--- src/rtl/uart_rx_pkg.sv ---
// Shared constants and types for the UART receive frame sequencer.
package uart_rx_pkg;

  localparam int DATA_WIDTH = 8;
  localparam int PRESC_W    = 6;
  localparam int EDGE_W     = 5;
  localparam int BIT_W      = 4;

  localparam logic [PRESC_W-1:0] PRESC_8  = PRESC_W'(8);
  localparam logic [PRESC_W-1:0] PRESC_16 = PRESC_W'(16);
  localparam logic [PRESC_W-1:0] PRESC_32 = PRESC_W'(32);

  typedef enum logic [2:0] {
    IDLE,
    START,
    DATA,
    PARITY,
    STOP,
    CHECK
  } rx_state_e;

endpackage

--- src/rtl/uart_rx_edge_bit_counter.sv ---
// Oversampling edge counter, data-bit counter and latched prescale for the RX sequencer.
module uart_rx_edge_bit_counter
  import uart_rx_pkg::*;
#(
  parameter int DW = DATA_WIDTH,
  parameter int PW = PRESC_W,
  parameter int EW = EDGE_W,
  parameter int BW = BIT_W
) (
  input  logic          clk,
  input  logic          rst,
  input  logic          i_load,
  input  logic          i_cnt_en,
  input  logic          i_cnt_clr,
  input  logic          i_bit_inc,
  input  logic [PW-1:0] i_presc,
  output logic [EW-1:0] o_edge_count,
  output logic [BW-1:0] o_bit_count,
  output logic          o_bit_end,
  output logic          o_last_bit
);

  logic [PW-1:0] r_presc;
  logic [EW-1:0] r_edge;
  logic [BW-1:0] r_bit;
  logic [PW-1:0] w_presc_m1;

  // Compares use the latched value so Prescale may change freely mid-frame.
  assign w_presc_m1   = r_presc - PW'(1);
  assign o_bit_end    = (PW'(r_edge) == w_presc_m1);
  assign o_last_bit   = (r_bit == BW'(DW - 1));
  assign o_edge_count = r_edge;
  assign o_bit_count  = r_bit;

  always_ff @(posedge clk or negedge rst) begin
    if (!rst)        r_presc <= '0;
    else if (i_load) r_presc <= i_presc;
  end

  always_ff @(posedge clk or negedge rst) begin
    if (!rst)          r_edge <= '0;
    else if (i_cnt_clr) r_edge <= '0;
    else if (i_cnt_en)  r_edge <= o_bit_end ? '0 : r_edge + EW'(1);
  end

  // Wraps after the last data bit so the visible index never leaves 0..DW-1.
  always_ff @(posedge clk or negedge rst) begin
    if (!rst)                        r_bit <= '0;
    else if (i_load)                 r_bit <= '0;
    else if (i_bit_inc && o_bit_end) r_bit <= o_last_bit ? '0 : r_bit + BW'(1);
  end

endmodule

--- src/rtl/uart_rx_fsm.sv ---
// UART receive frame sequencer: start detect, bit timing and checker/deserializer enables.
module uart_rx_fsm
  import uart_rx_pkg::*;
(
  input  logic               clk,
  input  logic               rst,
  input  logic               RX_IN,
  input  logic               PAR_EN,
  input  logic [PRESC_W-1:0] Prescale,
  input  logic               strt_glitch,
  input  logic               par_err,
  input  logic               stp_err,
  output logic [EDGE_W-1:0]  edge_count,
  output logic [BIT_W-1:0]   bit_count,
  output logic               dat_samp_en,
  output logic               deser_en,
  output logic               strt_chk_en,
  output logic               par_chk_en,
  output logic               stp_chk_en,
  output logic               data_valid
);

  rx_state_e r_state, w_next;
  logic      r_perr;
  logic      w_bit_end, w_last_bit;
  logic      w_load, w_cnt_en, w_cnt_clr, w_bit_inc;

  uart_rx_edge_bit_counter u_cnt (
    .clk          (clk),
    .rst          (rst),
    .i_load       (w_load),
    .i_cnt_en     (w_cnt_en),
    .i_cnt_clr    (w_cnt_clr),
    .i_bit_inc    (w_bit_inc),
    .i_presc      (Prescale),
    .o_edge_count (edge_count),
    .o_bit_count  (bit_count),
    .o_bit_end    (w_bit_end),
    .o_last_bit   (w_last_bit)
  );

  always_ff @(posedge clk or negedge rst) begin
    if (!rst) r_state <= IDLE;
    else      r_state <= w_next;
  end

  always_comb begin
    w_next = r_state;
    unique case (r_state)
      IDLE:    if (!RX_IN) w_next = START;
      START:   if (w_bit_end) w_next = strt_glitch ? IDLE : DATA;
      DATA:    if (w_bit_end && w_last_bit) w_next = PAR_EN ? PARITY : STOP;
      PARITY:  if (w_bit_end) w_next = STOP;
      STOP:    if (w_bit_end) w_next = CHECK;
      CHECK:   w_next = RX_IN ? IDLE : START;
      default: w_next = IDLE;
    endcase
  end

  always_comb begin
    dat_samp_en = (r_state != IDLE);
    strt_chk_en = (r_state == START);
    deser_en    = (r_state == DATA);
    par_chk_en  = (r_state == PARITY);
    stp_chk_en  = (r_state == STOP);
    // Entering START from CHECK keeps counting, so a back-to-back frame begins at edge 1.
    w_load      = (w_next == START) && (r_state != START);
    w_cnt_en    = (r_state != IDLE);
    w_cnt_clr   = (w_next == IDLE);
    w_bit_inc   = (r_state == DATA);
  end

  always_ff @(posedge clk or negedge rst) begin
    if (!rst) begin
      r_perr     <= 1'b0;
      data_valid <= 1'b0;
    end else begin
      data_valid <= (r_state == CHECK) && !(r_perr | stp_err);
      if (w_load)                              r_perr <= 1'b0;
      else if ((r_state == PARITY) && w_bit_end) r_perr <= par_err;
    end
  end

endmodule

--- config.mk ---
export PLATFORM = sky130hd
export DESIGN_NAME = uart_rx_fsm
export DESIGN_NICKNAME = d
export VERILOG_FILES = /design/src/rtl/uart_rx_pkg.sv /design/src/rtl/uart_rx_edge_bit_counter.sv /design/src/rtl/uart_rx_fsm.sv
export SDC_FILE = /design/constraint.sdc
export NUM_CORES = 1
export LEC_CHECK = 0
export ABC_AREA = 1
export CAP_MARGIN = 20
export CORE_ASPECT_RATIO = 1.75
export CORE_MARGIN = 2
export CORE_UTILIZATION = 53
export CTS_CLUSTER_SIZE = 20
export DETAILED_ROUTE_END_ITERATION = 8
export GPL_TIMING_DRIVEN = 0
export PLACE_DENSITY = 0.83
export SKIP_CTS_REPAIR_TIMING = 1
export SLEW_MARGIN = 20
export SYNTH_ARGS = -nofsm -noshare
export SYNTH_HDL_FRONTEND = slang
export SYNTH_SLANG_ARGS = --single-unit
--- constraint.sdc ---
create_clock -name clk -period 3.7 [get_ports clk]
set_input_delay 0.555 -clock clk [delete_from_list [all_inputs] [get_ports clk]]
set_output_delay 0.555 -clock clk [all_outputs]
set_load 0.02 [all_outputs]
==> summary.md, run 1 <==
| Metric | Value |
|---|---|
| Drt pass-1 iters | 4 |
| Core footprint | 2330 um^2 |
| Avg Inst Size Synth | 7.11 um^2 |
| Via count | 1308 |
| ANT nets after route | 0 |
| Fin Clk Skew | 0.00551 ns |
| Reg-to-reg startpoint | u_cnt.r_presc[0] |
| RR Endpoint | u_cnt.o_edge_count[1] |
| Post-synth top area share | a little under two fifths |
| Syn nets | 200 |
| Die Area | a little under 3000 um^2 |
| Max clock buf depth | 2 |
| Die height | 69.7 um |
| Post-DR wirelength/cell | 12.7 um |
| Asr flop ratio synth | 100% |
| Final Util | 70.6% |
| Post-synth EDFFs | 0 |
| Pre-CTS setup slack | 1.63 ns |
| Setup CP Type | reg -> out |
| Setup tns final | 0 ns |
| Vias in the first global route | 1352 |
| Rel. slew slack | 69.3% |
| Root buffer cell | clkbuf_8 |
| CTS tree | yes |
| Yosys Warn Count | 0 |
| Initial Utilization | 56.1% |
| Top_reg_cell synth | dfrtp_1 |
| RSZ-0062 raised after global routing | false |
| GRT Total Usage | 23.1% |
| Pin count of the biggest net entering global routing | 21 |
| Area leader, netlist | dfrtp_1 |
| Status | finished clean |
| Residual DRC | 0 |
| Clock Latency Late Sink | approximately 0.25 ns |
| Fin crit share | 63.2% |
| Min-delay worst type | in -> async |
| Mapped cell area | 1310 um^2 |
| FF+latch count, synth | 20 |
| Grt ovf | 0 |
| Final WS setup | about 1.4 ns |
| Global placement routability congestion | 0.848 |
| TritonCTS Buffers | 3 |
| H-tree lvl count | 1 |
| Max-cap violation count | 0 |
| Tot Pwr | 1300 uW |
| Hpwl dp | 2.37 mm |
| Final wirelength | 3.05 mm |
| First-pass GRT wire length | 5.48 mm |
| Syn Inst Count | roughly 180 |
| Share of layout cells above drive strength 1 | 15.0% |
| Worst EP arrival | between 1.5 and 2 ns |
| Area contributors post-synth | dfrtp_1 38%, nand2_1 14%, nand3_1 7.6% |
| R2R cell count | 15 |
| # clock sinks | 20 |
| Clock slew at reported path FFs | 0.07 ns |
| Slew Limit Fails | 0 |
| Tmin final | approximately 2.3 ns |
| Worst-Margin Slew | 0.460 ns |
| Die Width | 41.6 um |
| Final Hold Vio Count | 0 |
| Total power divided by cell area | 787 nW/um^2 |
| Worst IR Drop VDD | 0.403 mV |
| Antenna diode count | 0 |
| Critical Path Fanout Max | 5 |
| # rows | 23 |
| FF-to-FF setup slack | 1.58 ns |
| Endpoint class of the critical path | output pin |
| Detailed Route Iter0 Violations | 36 |
| CP Data Required Time | 3.14 ns |
| F_max | ~0.43 GHz |
| LEAKAGE | around 0.00084 uW |
| Library cells used by synthesis | 25 |
| Area grow syn2layout | 25.8% |
| Port Buf Inserts | 27 |
| # IOs | 28 |
| Sequential area share after synthesis | 38.2% |
| Placed inst area | 1610 um^2 |
| Final setup fails | 0 |
| Via density per instance | ~5.5 |
| Crit. Startpoint | r_state[0] |
| Antenna violations before repair | 0 |
| Critical path launch point type | flop |
| Nets | 232 |
| Post-route cell area | 1650 um^2 |
-- worst max-delay path: stages, from the launching register on --
cell	delay, ns
dfrtp_1	0.44
nor3_2	0.40
clkdlybuf4s50_1	0.69
-- report_power, final --
part | internal (uW) | switching [uW]
Clock | 72.4 | 67.8
Sequential | 296 | 90.9
Combinational | 302 | 467
-- metal layers --
layer / global-route usage (%) / up-vias / share of wire (%)
met3: 3.65 / 8 / 4.0
met5: 0 / - / 0
met1: 24.5 / 614 / 38
li1: - / 651 / -
met2: 43.9 / 35 / 56
met4: 7.89 / 0 / 1.4
-- cells in the final DEF, fill, tap and decap left out, types with 3 or more instances in the layout --
master / instances
or2_2: 3
nor2_2: 4
nand2_2: 4
inv_1: 23
nor3_1: 4
nand2_1: 49
ha_1: 3
clkdlybuf4s50_1: 26
clkbuf_8: 3
o21ai_0: 11
nand3_1: 20
nor2_1: 10
inv_2: 7
dfrtp_1: 20
nand4_1: 8
-- worst max path at each step --
stage	endpoint	slack, ns	cells past startpoint
after floorplan	u_cnt.o_edge_count[0]	1.87	14
after global placement	u_cnt.o_edge_count[2]	1.67	14
after detailed placement	u_cnt.o_edge_count[1]	1.63	14
after CTS	deser_en	1.35	2
after global routing	deser_en	1.30	2
final	deser_en	1.36	2
-- stage by stage --
step	hold WS, ns	instances
floorplan	0.259	184
detailed placement	0.445	236
global route	0.289	239
finish	0.240	239
CTS	0.455	239
global placement	0.428	236
-- cells in the mapped netlist (3+ instances only) --
master and n:
nand3_1 20, o21ai_0 11, inv_2 7, inv_1 23, nor2_2 4, or2_2 3, nor2_1 10, dfrtp_1 20
nor3_1 4, nand2_1 49, nand2_2 4, nand4_1 8, ha_1 3
-- cell families after synthesis --
group                      share of synthesized area (%)
DFF                                                 38.2
and+or+nand+nor                                     40.8
buffers and inverters                               10.0
xor gates and xnor gates                           0.669
AOI/OAI and AO/OA                                   7.36
adders and majority gates                           2.87
-- registers in the layout, summed over array words and instances (netlist names) --
name / flops
r_perr: 1
u_cnt.o_edge_count: 5
r_state: 3
data_valid: 1
u_cnt.o_bit_count: 4
u_cnt.r_presc: 6
-- final cells by class --
| cell class | instances | area, um^2 |
|---|---|---|
| repair buffers | 27 | 265 |
| plain buffers | 2 | 11.3 |
| well taps | 25 | 31.3 |
| inverters | 32 | 120 |
| multi-input cells | 130 | 677 |
| clock buffers | 3 | 41.3 |
| flip-flops and latches | 20 | 500 |
| fillers | 206 | 684 |
No activity file was read; power rests on OpenSTA's default activity.
==> run 2, diff against run 1 <==
--- a/config.mk
+++ b/config.mk
@@ -9,11 +9,11 @@
 export CAP_MARGIN = 20
 export CORE_ASPECT_RATIO = 1.75
 export CORE_MARGIN = 2
-export CORE_UTILIZATION = 53
+export CORE_UTILIZATION = 50
 export CTS_CLUSTER_SIZE = 20
 export DETAILED_ROUTE_END_ITERATION = 8
 export GPL_TIMING_DRIVEN = 0
-export PLACE_DENSITY = 0.83
+export PLACE_DENSITY = 0.79
 export SKIP_CTS_REPAIR_TIMING = 1
 export SLEW_MARGIN = 20
 export SYNTH_ARGS = -nofsm -noshare
==> constraint.sdc (replaced) <==
create_clock -name clk -period 2.2 [get_ports clk]
set_input_delay 0.33 -clock clk [delete_from_list [all_inputs] [get_ports clk]]
set_output_delay 0.33 -clock clk [all_outputs]
set_load 0.02 [all_outputs]
==> summary.md, run 2 (synthesized netlist as in run 1, its figures left out) <==
| Metric | Value |
|---|---|
| Status | finished clean |
| Commonest non-fill, non-tap cell in the layout | nand2_1 |
| CTS tree | yes |
| # IOs | 28 |
| Min-delay worst type | reg -> reg |
| Die height | 71.7 um |
| Most frequent cells in the layout | 49 x nand2_1, 27 x clkdlybuf4s50_1, 23 x inv_1, 20 x nand3_1, 20 x dfrtp_1 |
| H-tree lvl count | 1 |
| ANT nets after route | 0 |
| Port Buf Inserts | 27 |
| Post-DR wirelength/cell | 12.7 um |
| Setup tns final | 0 ns |
| Hpwl dp | ~2.4 mm |
| Final wirelength | just over 3 mm |
| Antenna diode count | 0 |
| Reg-to-reg startpoint | u_cnt.r_presc[0] |
| CP Data Required Time | 1.87 ns |
| FF-to-FF setup slack | 0.24 ns |
| Worst-Margin Slew | 0.934 ns |
| Max FFs per register | 6 |
| Area grow syn2layout | 28.9% |
| F_max | 0.469 GHz |
| Die Area | 3060 um^2 |
| Detailed Route Iter0 Violations | 34 |
| Max-cap violation count | 0 |
| RR Endpoint | u_cnt.o_edge_count[3] |
| Global placement routability congestion | about 0.9 |
| Critical Path Fanout Max | 6 |
| # clock sinks | 20 |
| Fin crit share | ~97% |
| GRT Total Usage | 22.6% |
| Via count | between 1000 and 1500 |
| Biggest register | u_cnt.r_presc |
| Vias in the first global route | 1357 |
| Clock slew at reported path FFs | 0.07 ns |
| Antenna violations before repair | 0 |
| Placed inst area | 1610 um^2 |
| Post-route cell area | 1690 um^2 |
| Residual DRC | 0 |
| RSZ-0062 raised after global routing | false |
| Via density per instance | about 5.4 |
| Hold path depth | 1 |
| Fillers | 225 |
| Setup CP Type | reg -> out |
| Max clock buf depth | 2 |
| Final WS setup | 0.0690 ns |
| Rel. slew slack | 37.6% |
| Worst IR Drop VDD | between 0.6 and 0.7 mV |
| Final Hold Vio Count | 0 |
| Tmin final | 2.13 ns |
| Critical path launch point type | flop |
| TritonCTS Buffers | 3 |
| Clock Latency Late Sink | around 0.26 ns |
| R2R cell count | 15 |
| Root buffer cell | clkbuf_8 |
| Fin Clk Skew | 0.00162 ns |
| Nets | between 200 and 250 |
| # rows | 24 |
| Total power divided by cell area | 1350 nW/um^2 |
| Final setup fails | 0 |
| Pin count of the biggest net entering global routing | 21 |
| Pre-CTS setup slack | between 0.1 and 0.15 ns |
| Worst EP arrival | between 1.5 and 2 ns |
| Share of layout cells above drive strength 1 | 15.3% |
| Endpoint class of the critical path | output pin |
| Slew Limit Fails | 0 |
| HP Start | r_perr |
| First-pass GRT wire length | 5.44 mm |
| Core footprint | 2490 um^2 |
| Min-Delay Endpoint | data_valid |
| Drt pass-1 iters | 4 |
| Die Width | 42.7 um |
| Initial Utilization | 52.5% |
| Grt ovf | 0 |
| LEAKAGE | roughly 0.00085 uW |
## run 2: cell count changes in the layout (fill, tap and decap cells not counted)
cell / previous run / this run
inv_4: 0 / 1
clkdlybuf4s50_1: 26 / 27
buf_2: 1 / 0
ha_4: 0 / 1
inv_2: 7 / 6
nor2_2: 4 / 3
ha_1: 3 / 2
nor2_4: 2 / 3
clkbuf_8: 3 / 4
## run 2: worst max-delay path, cell delays in order (launching register included)
cell             delay [ns]
dfrtp_1                0.45
nor3_2                 0.40
clkdlybuf4s50_1        0.69
## run 2: metal layers
metal | wire, um | vias up | GRT usage, % | share of wire (%)
met5 | 0 | - | 0 | 0
met4 | 82 | 0 | 11.1 | 2.7
met3 | 101 | 10 | 3.02 | 3.3
met1 | 1160 | 611 | 24.0 | 38
li1 | - | 653 | - | -
met2 | 1710 | 32 | 42.1 | 56
## run 2: worst max-delay path by stage
| stage | start | end | slack, ns | cells past startpoint |
|---|---|---|---|---|
| after floorplan | u_cnt.r_presc[0] | u_cnt.o_edge_count[0] | 0.37 | 14 |
| after global placement | u_cnt.r_presc[0] | u_cnt.o_edge_count[2] | 0.18 | 14 |
| after detailed placement | u_cnt.r_presc[0] | u_cnt.o_edge_count[3] | 0.14 | 15 |
| after CTS | r_state[2] | deser_en | 0.07 | 2 |
| after global routing | r_state[0] | dat_samp_en | 0.02 | 4 |
| final | r_state[2] | deser_en | 0.07 | 2 |
## run 2: power by group
part / leakage, uW / switching (uW) / internal [uW]
registers: 0.000259 / 155 / 498
clock network: 0.0000288 / 120 / 159
logic: 0.000562 / 815 / 530
## run 2: cell type report
type                            count  area [um^2]  share of cell area (%)
Buffer                              2         11.3                   0.668
Clock buffer                        4         55.1                    3.26
Inverter                           32          123                    7.27
Multi-Input combinational cell    130          694                    41.2
Sequential cell                    20          500                    29.7
Tap cell                           26         32.5                    1.93
Timing Repair Buffer               27          270                    16.0
## run 2: metrics by stage
stage	utilization, %	instances	total power (uW)	hold slack [ns]
after global routing	67.7	241	2490	0.485
final	67.7	241	2280	0.448
after global placement	64.7	237	1900	0.438
after detailed placement	64.7	237	1950	0.442
after floorplan	-	184	1570	0.0344
after CTS	66.9	241	2240	0.452
==> run 3, diff against run 2 <==
==> constraint.sdc (replaced) <==
create_clock -name clk -period 2.2 [get_ports clk]
set_input_delay 0.33 -clock clk [delete_from_list [all_inputs] [get_ports clk]]
set_output_delay 0.33 -clock clk [all_outputs]
set_load 0.05 [all_outputs]
==> summary.md, run 3 (synthesized netlist as in run 1, its figures left out) <==
| Metric | Value |
|---|---|
| Placed Cells | roughly 240 |
| Max clock buf depth | 2 |
| Antenna violations before repair | 0 |
| Via count | 1313 |
| Worst-Margin Slew | 0.939 ns |
| Final setup fails | 0 |
| Fin Clk Skew | 0.00279 ns |
| First-pass GRT wire length | 5.44 mm |
| Grt ovf | 0 |
| Antenna diode count | 0 |
| LEAKAGE | roughly 0.00089 uW |
| Max-cap violation count | 0 |
| Die height | 71.7 um |
| Met3 Resource Use GR | under 10% |
| Max FFs per register | 6 |
| Top delay family on crit path | buffers and inverters |
| Clock slew at reported path FFs | roughly 0.07 ns |
| Setup CP Type | reg -> out |
| Tmin final | 2.09 ns |
| Drt pass-1 iters | 5 |
| Final Util | roughly two thirds |
| Hold path depth | 1 |
| Die Width | around 43 um |
| Area grow syn2layout | 29.6% |
| Critical path launch point type | flop |
| Total power divided by cell area | 1450 nW/um^2 |
| Hpwl dp | approximately 2.4 mm |
| CP Data Required Time | ~1.9 ns |
| Via density per instance | 5.45 |
| RR Endpoint | u_cnt.o_edge_count[4] |
| CTS tree | yes |
| Worst EP arrival | 1.76 ns |
| F_max | roughly 0.48 GHz |
| # IOs | 28 |
| HP Start | r_perr |
| Non-filler cells, final | 241 |
| Core footprint | 2490 um^2 |
| Most frequent cells in the layout | 49 x nand2_1, 23 x inv_1, 23 x clkdlybuf4s50_1, 20 x nand3_1, 20 x dfrtp_1 |
| Fillers | between 200 and 250 |
| Slowest CP cell | clkdlybuf4s50_1 |
| Endpoint class of the critical path | output pin |
| # clock sinks | 20 |
| Global routing usage on met1 | 24.0% |
| Critical path, cell by cell | nor2_1, nand2_1, inv_1, clkdlybuf4s50_1 |
| Max incr delay on CP | 0.80 ns |
| Share of layout cells above drive strength 1 | 15.3% |
| Post-DR wirelength/cell | 12.8 um |
| GRT Total Usage | a little under a quarter |
| Worst IR Drop VDD | ~0.66 mV |
| Slew Limit Fails | 0 |
| # rows | 24 |
| Reg-to-reg startpoint | u_cnt.r_presc[0] |
| Critical Path Fanout Max | 5 |
| ANT nets after route | 0 |
| Fin crit share | between 90% and 100% |
| Vias in the first global route | 1357 |
| Commonest non-fill, non-tap cell in the layout | nand2_1 |
| Root buffer cell | clkbuf_8 |
| Residual DRC | 0 |
| Die Area | 3060 um^2 |
| Min-Delay Endpoint | data_valid |
| Biggest register | u_cnt.r_presc |
| H-tree lvl count | 1 |
| Global routing's busiest layer | met2 |
| Final wirelength | 3.08 mm |
| M2 GR Usage | 42.1% |
| Nets | 232 |
| RSZ-0062 raised after global routing | false |
| Final hold slack | roughly 0.46 ns |
| Global placement routability congestion | 0.883 |
| CP Depth | 4 |
| Rel. slew slack | 37.2% |
| Min-delay worst type | reg -> reg |
| Initial Utilization | 52.5% |
| Worst path buffer plus inverter count | 2 |
| Clock Latency Late Sink | 0.26 ns |
| FF-to-FF setup slack | around 0.24 ns |
| Pin count of the biggest net entering global routing | 21 |
| Detailed Route Iter0 Violations | 33 |
| TritonCTS Buffers | 3 |
| Status | finished clean |
| Port Buf Inserts | 27 |
| R2R cell count | 15 |
| Final Hold Vio Count | 0 |
==> run 3: report_power, final <==
part / internal (uW) / switching, uW
sequential: 498 / 155
combinational: 526 / 996
clock: 159 / 122
total: 1180 / 1270
==> run 3: stage by stage <==
stage	power, uW	setup TNS (ns)	area [um^2]	setup WS (ns)
2_1_floorplan	1740	0	1310	0.312
3_5_place_dp	2130	0	1610	0.140
3_3_place_gp	2080	0	1610	0.179
4_1_cts	2420	-0.263	1670	-0.130
6_report	2460	0	1700	0.114
5_1_grt	2670	0	1700	0.0490
==> run 3: routing by layer <==
layer	routed length, um	vias to the layer above
li1	-	651
met1	1170	622
met2	1720	30
met3	98	10
met4	88	0
met5	0	-
==> run 3: cell type report <==
class / instances / area (um^2) / share of cell area, %
inverter: 32 / 123 / 7.23
buffer: 2 / 11.3 / 0.664
clock buffer: 4 / 55.1 / 3.24
sequential: 20 / 500 / 29.5
tap: 26 / 32.5 / 1.92
timing repair buffer: 27 / 280 / 16.5
multi-input combinational: 130 / 694 / 40.9
==> run 3: how the worst max path moves through the flow <==
| stage | start | end | slack, ns |
|---|---|---|---|
| 2_1_floorplan | u_cnt.o_edge_count[0] | u_cnt.o_edge_count[0] | 0.31 |
| 3_3_place_gp | u_cnt.r_presc[0] | u_cnt.o_edge_count[2] | 0.18 |
| 3_5_place_dp | u_cnt.r_presc[0] | u_cnt.o_edge_count[3] | 0.14 |
| 4_1_cts | r_state[2] | deser_en | -0.13 |
| 5_1_grt | r_state[0] | stp_chk_en | 0.05 |
| 6_report | r_state[0] | stp_chk_en | 0.11 |
==> RTL change, RTL diff (settings of run 2) <==
`PRESC_W`: 6 -> 12.
--- a/src/rtl/uart_rx_pkg.sv
+++ b/src/rtl/uart_rx_pkg.sv
@@ -2,7 +2,7 @@
 package uart_rx_pkg;
 
   localparam int DATA_WIDTH = 8;
-  localparam int PRESC_W    = 6;
+  localparam int PRESC_W    = 12;
   localparam int EDGE_W     = 5;
   localparam int BIT_W      = 4;
 
Interface: changed (resized Prescale); port bits go from 28 to 34. No check against the original RTL was run, so the function may have changed too.
==> RTL change against run 2 <==
  * The flow now finishes with violations (negative setup slack)
  * Design area up 60%
  * Area after synthesis increased by 57%
  * Setup slack lost 0.18 ns
  * Register-to-register slack lost 0.32 ns
  * Via count increased by 63%
  * Total power up 65%
  * Synthesized cell count is 67% higher
  * Largest cell class unchanged
  * Wire length rose by 78%
  * Utilization up 1.5 points
  * Global-route usage increased by 0.85 points
  * Sequential cell count rose by 6
  * Die area is 52% higher
  * Worst hold slack got worse by 0.39 ns
  * Count of clock-buffer cells in the layout unchanged
==> RTL change: results (changes against run 2) <==
GRT Overall Usage: 0.235 (+0.00853)
average wire per cell in the routed design: 13.5 um (+6.6%)
standard cell area after detailed placement: 2430 sq um (+51%)
status: finished, violations left
Clock Tree Buf Depth: 2 (unchanged)
Max FO, Critical Path: 5 (-1)
count of different cell masters after synthesis: 26 (+4.0%)
placed insts: 389 (+64%)
cell-internal power: 0.00177 W (+49%)
share of final-layout standard cells stronger than drive strength 1: 0.263 (+0.109)
count of buffers inserted at the top-level ports: 33 (+22%)
overall power: 0.00377 W (+65%)
Synth top cells by count: sky130_fd_sc_hd__nand2_1 (99), sky130_fd_sc_hd__inv_1 (41), sky130_fd_sc_hd__nor2_1 (30)
vias in the first global route: 1942 (+43%)
top cells by area in the synthesized netlist: sky130_fd_sc_hd__dfrtp_1 (32%), sky130_fd_sc_hd__nand2_1 (18%), sky130_fd_sc_hd__inv_1 (7.5%), sky130_fd_sc_hd__nand3_1 (6.8%), sky130_fd_sc_hd__nor2_1 (5.5%)
number of fill cells in the layout: 340 (+51%)
fraction of the yosys area taken by sequential cells: 0.318 (-0.0648)
Slowest cell on crit path: sky130_fd_sc_hd__clkdlybuf4s50_1
placer congestion estimate: 0.906 (+2.5%)
post-detailed-placement half-perimeter wirelength: 4010 um (+68%)
number of antenna violations at the first check in global routing: 0 (unchanged)
worst slew pin tran: 0.599 ns (-0.334 ns)
path class of the lowest-slack min-delay path: in -> async
# nets final: 377 (+63%)
share of power burned in combinational logic: 0.680 (+0.089)
vias after detailed routing: 2126 (+63%)
final setup fails: 7 (+7)
setup TNS: -0.557 ns (-0.557 ns)
Mean Syn Cell Area: 6.65 sq um (-6.5%)
final worst setup slack: -0.106 ns (-0.175 ns)
worst endpoint data arrival time: 1.98 ns (+0.18 ns)
setup clock skew after layout: 0.00332 ns (+0.00171 ns)
worst vdd ir: 0.000913 V (+40%)
Seq. pwr: 0.000894 W (+37%)
timing startpoint of the critical path: r_state[0]
max reg flops: 12 (+6)
Setup WS pre-CTS: -0.282 ns (-0.422 ns)
wire length of the first global-routing pass: 8270 um (+52%)
failing checks: negative setup slack
maximum number of pins on one net before global-route repair: 27 (+29%)
reg-to-reg critical path startpoint: u_cnt.r_presc[1]
clock slew at the register clock pins of the worst setup and hold paths: 0.09 ns (+0.02 ns)
1st-iter DRT viols: 51 (+50%)
Antenna Cells: 0 (unchanged)
DR vias/cell: 5.29 (-2.4%)
largest incremental delay on the critical path: 0.71 ns (+0.02 ns)
leakage power figure: 1.39 nW (+64%)
area added between synthesis and finish: 31.8%
post-synth net total: 330 (+65%)
## RTL change: cell types whose count changed after synthesis, moves of 3 or more
cell and delta:
sky130_fd_sc_hd__nand2_2 +3, sky130_fd_sc_hd__inv_2 -3, sky130_fd_sc_hd__nor2_1 +20, sky130_fd_sc_hd__nand2_4 +4, sky130_fd_sc_hd__dfrtp_1 +6, sky130_fd_sc_hd__nor2_4 +5
sky130_fd_sc_hd__inv_1 +18, sky130_fd_sc_hd__nor3_1 +3, sky130_fd_sc_hd__nand2_1 +50, sky130_fd_sc_hd__nand3_1 +8, sky130_fd_sc_hd__o21ai_0 +7
## RTL change: worst paths after layout
path / endpoint / slack [ns] / cells past startpoint
setup / recovery: par_chk_en / -0.11 / 3
max in group asynchronous: u_cnt.r_presc[4] / 1.72 / 1
min in group clk: data_valid / 0.45 / 1
hold / removal: u_cnt.o_edge_count[1] / 0.05 / 1
hold reg to reg: data_valid / 0.45 / 1
setup reg to reg: u_cnt.o_edge_count[0] / -0.08 / 18
## RTL change: area by class of cell
class,count,share of cell area
multi-input cells,232,0.497
flip-flops and latches,26,0.242
repair buffers,42,0.146
inverters,47,0.0672
well taps,48,0.0223
clock buffers,4,0.0204
plain buffers,3,0.00464
## RTL change: layer usage
| layer | share of wire | vias up | GRT usage |
|---|---|---|---|
| met5 | 0 | - | 0 |
| met4 | 0.015 | 0 | 0.0746 |
| met3 | 0.030 | 8 | 0.0135 |
| met2 | 0.57 | 49 | 0.456 |
| met1 | 0.38 | 1009 | 0.262 |
| li1 | - | 1060 | - |
## RTL change: kinds of logic after synthesis
kind of cell,Yosys count,share of synthesized area
and+or+nand+nor,204,0.503
AOI/OAI and AO/OA,24,0.0648
buffers and inverters,50,0.0916
xor gates and xnor gates,1,0.00428
adders and majority gates,3,0.0183
DFF,26,0.318
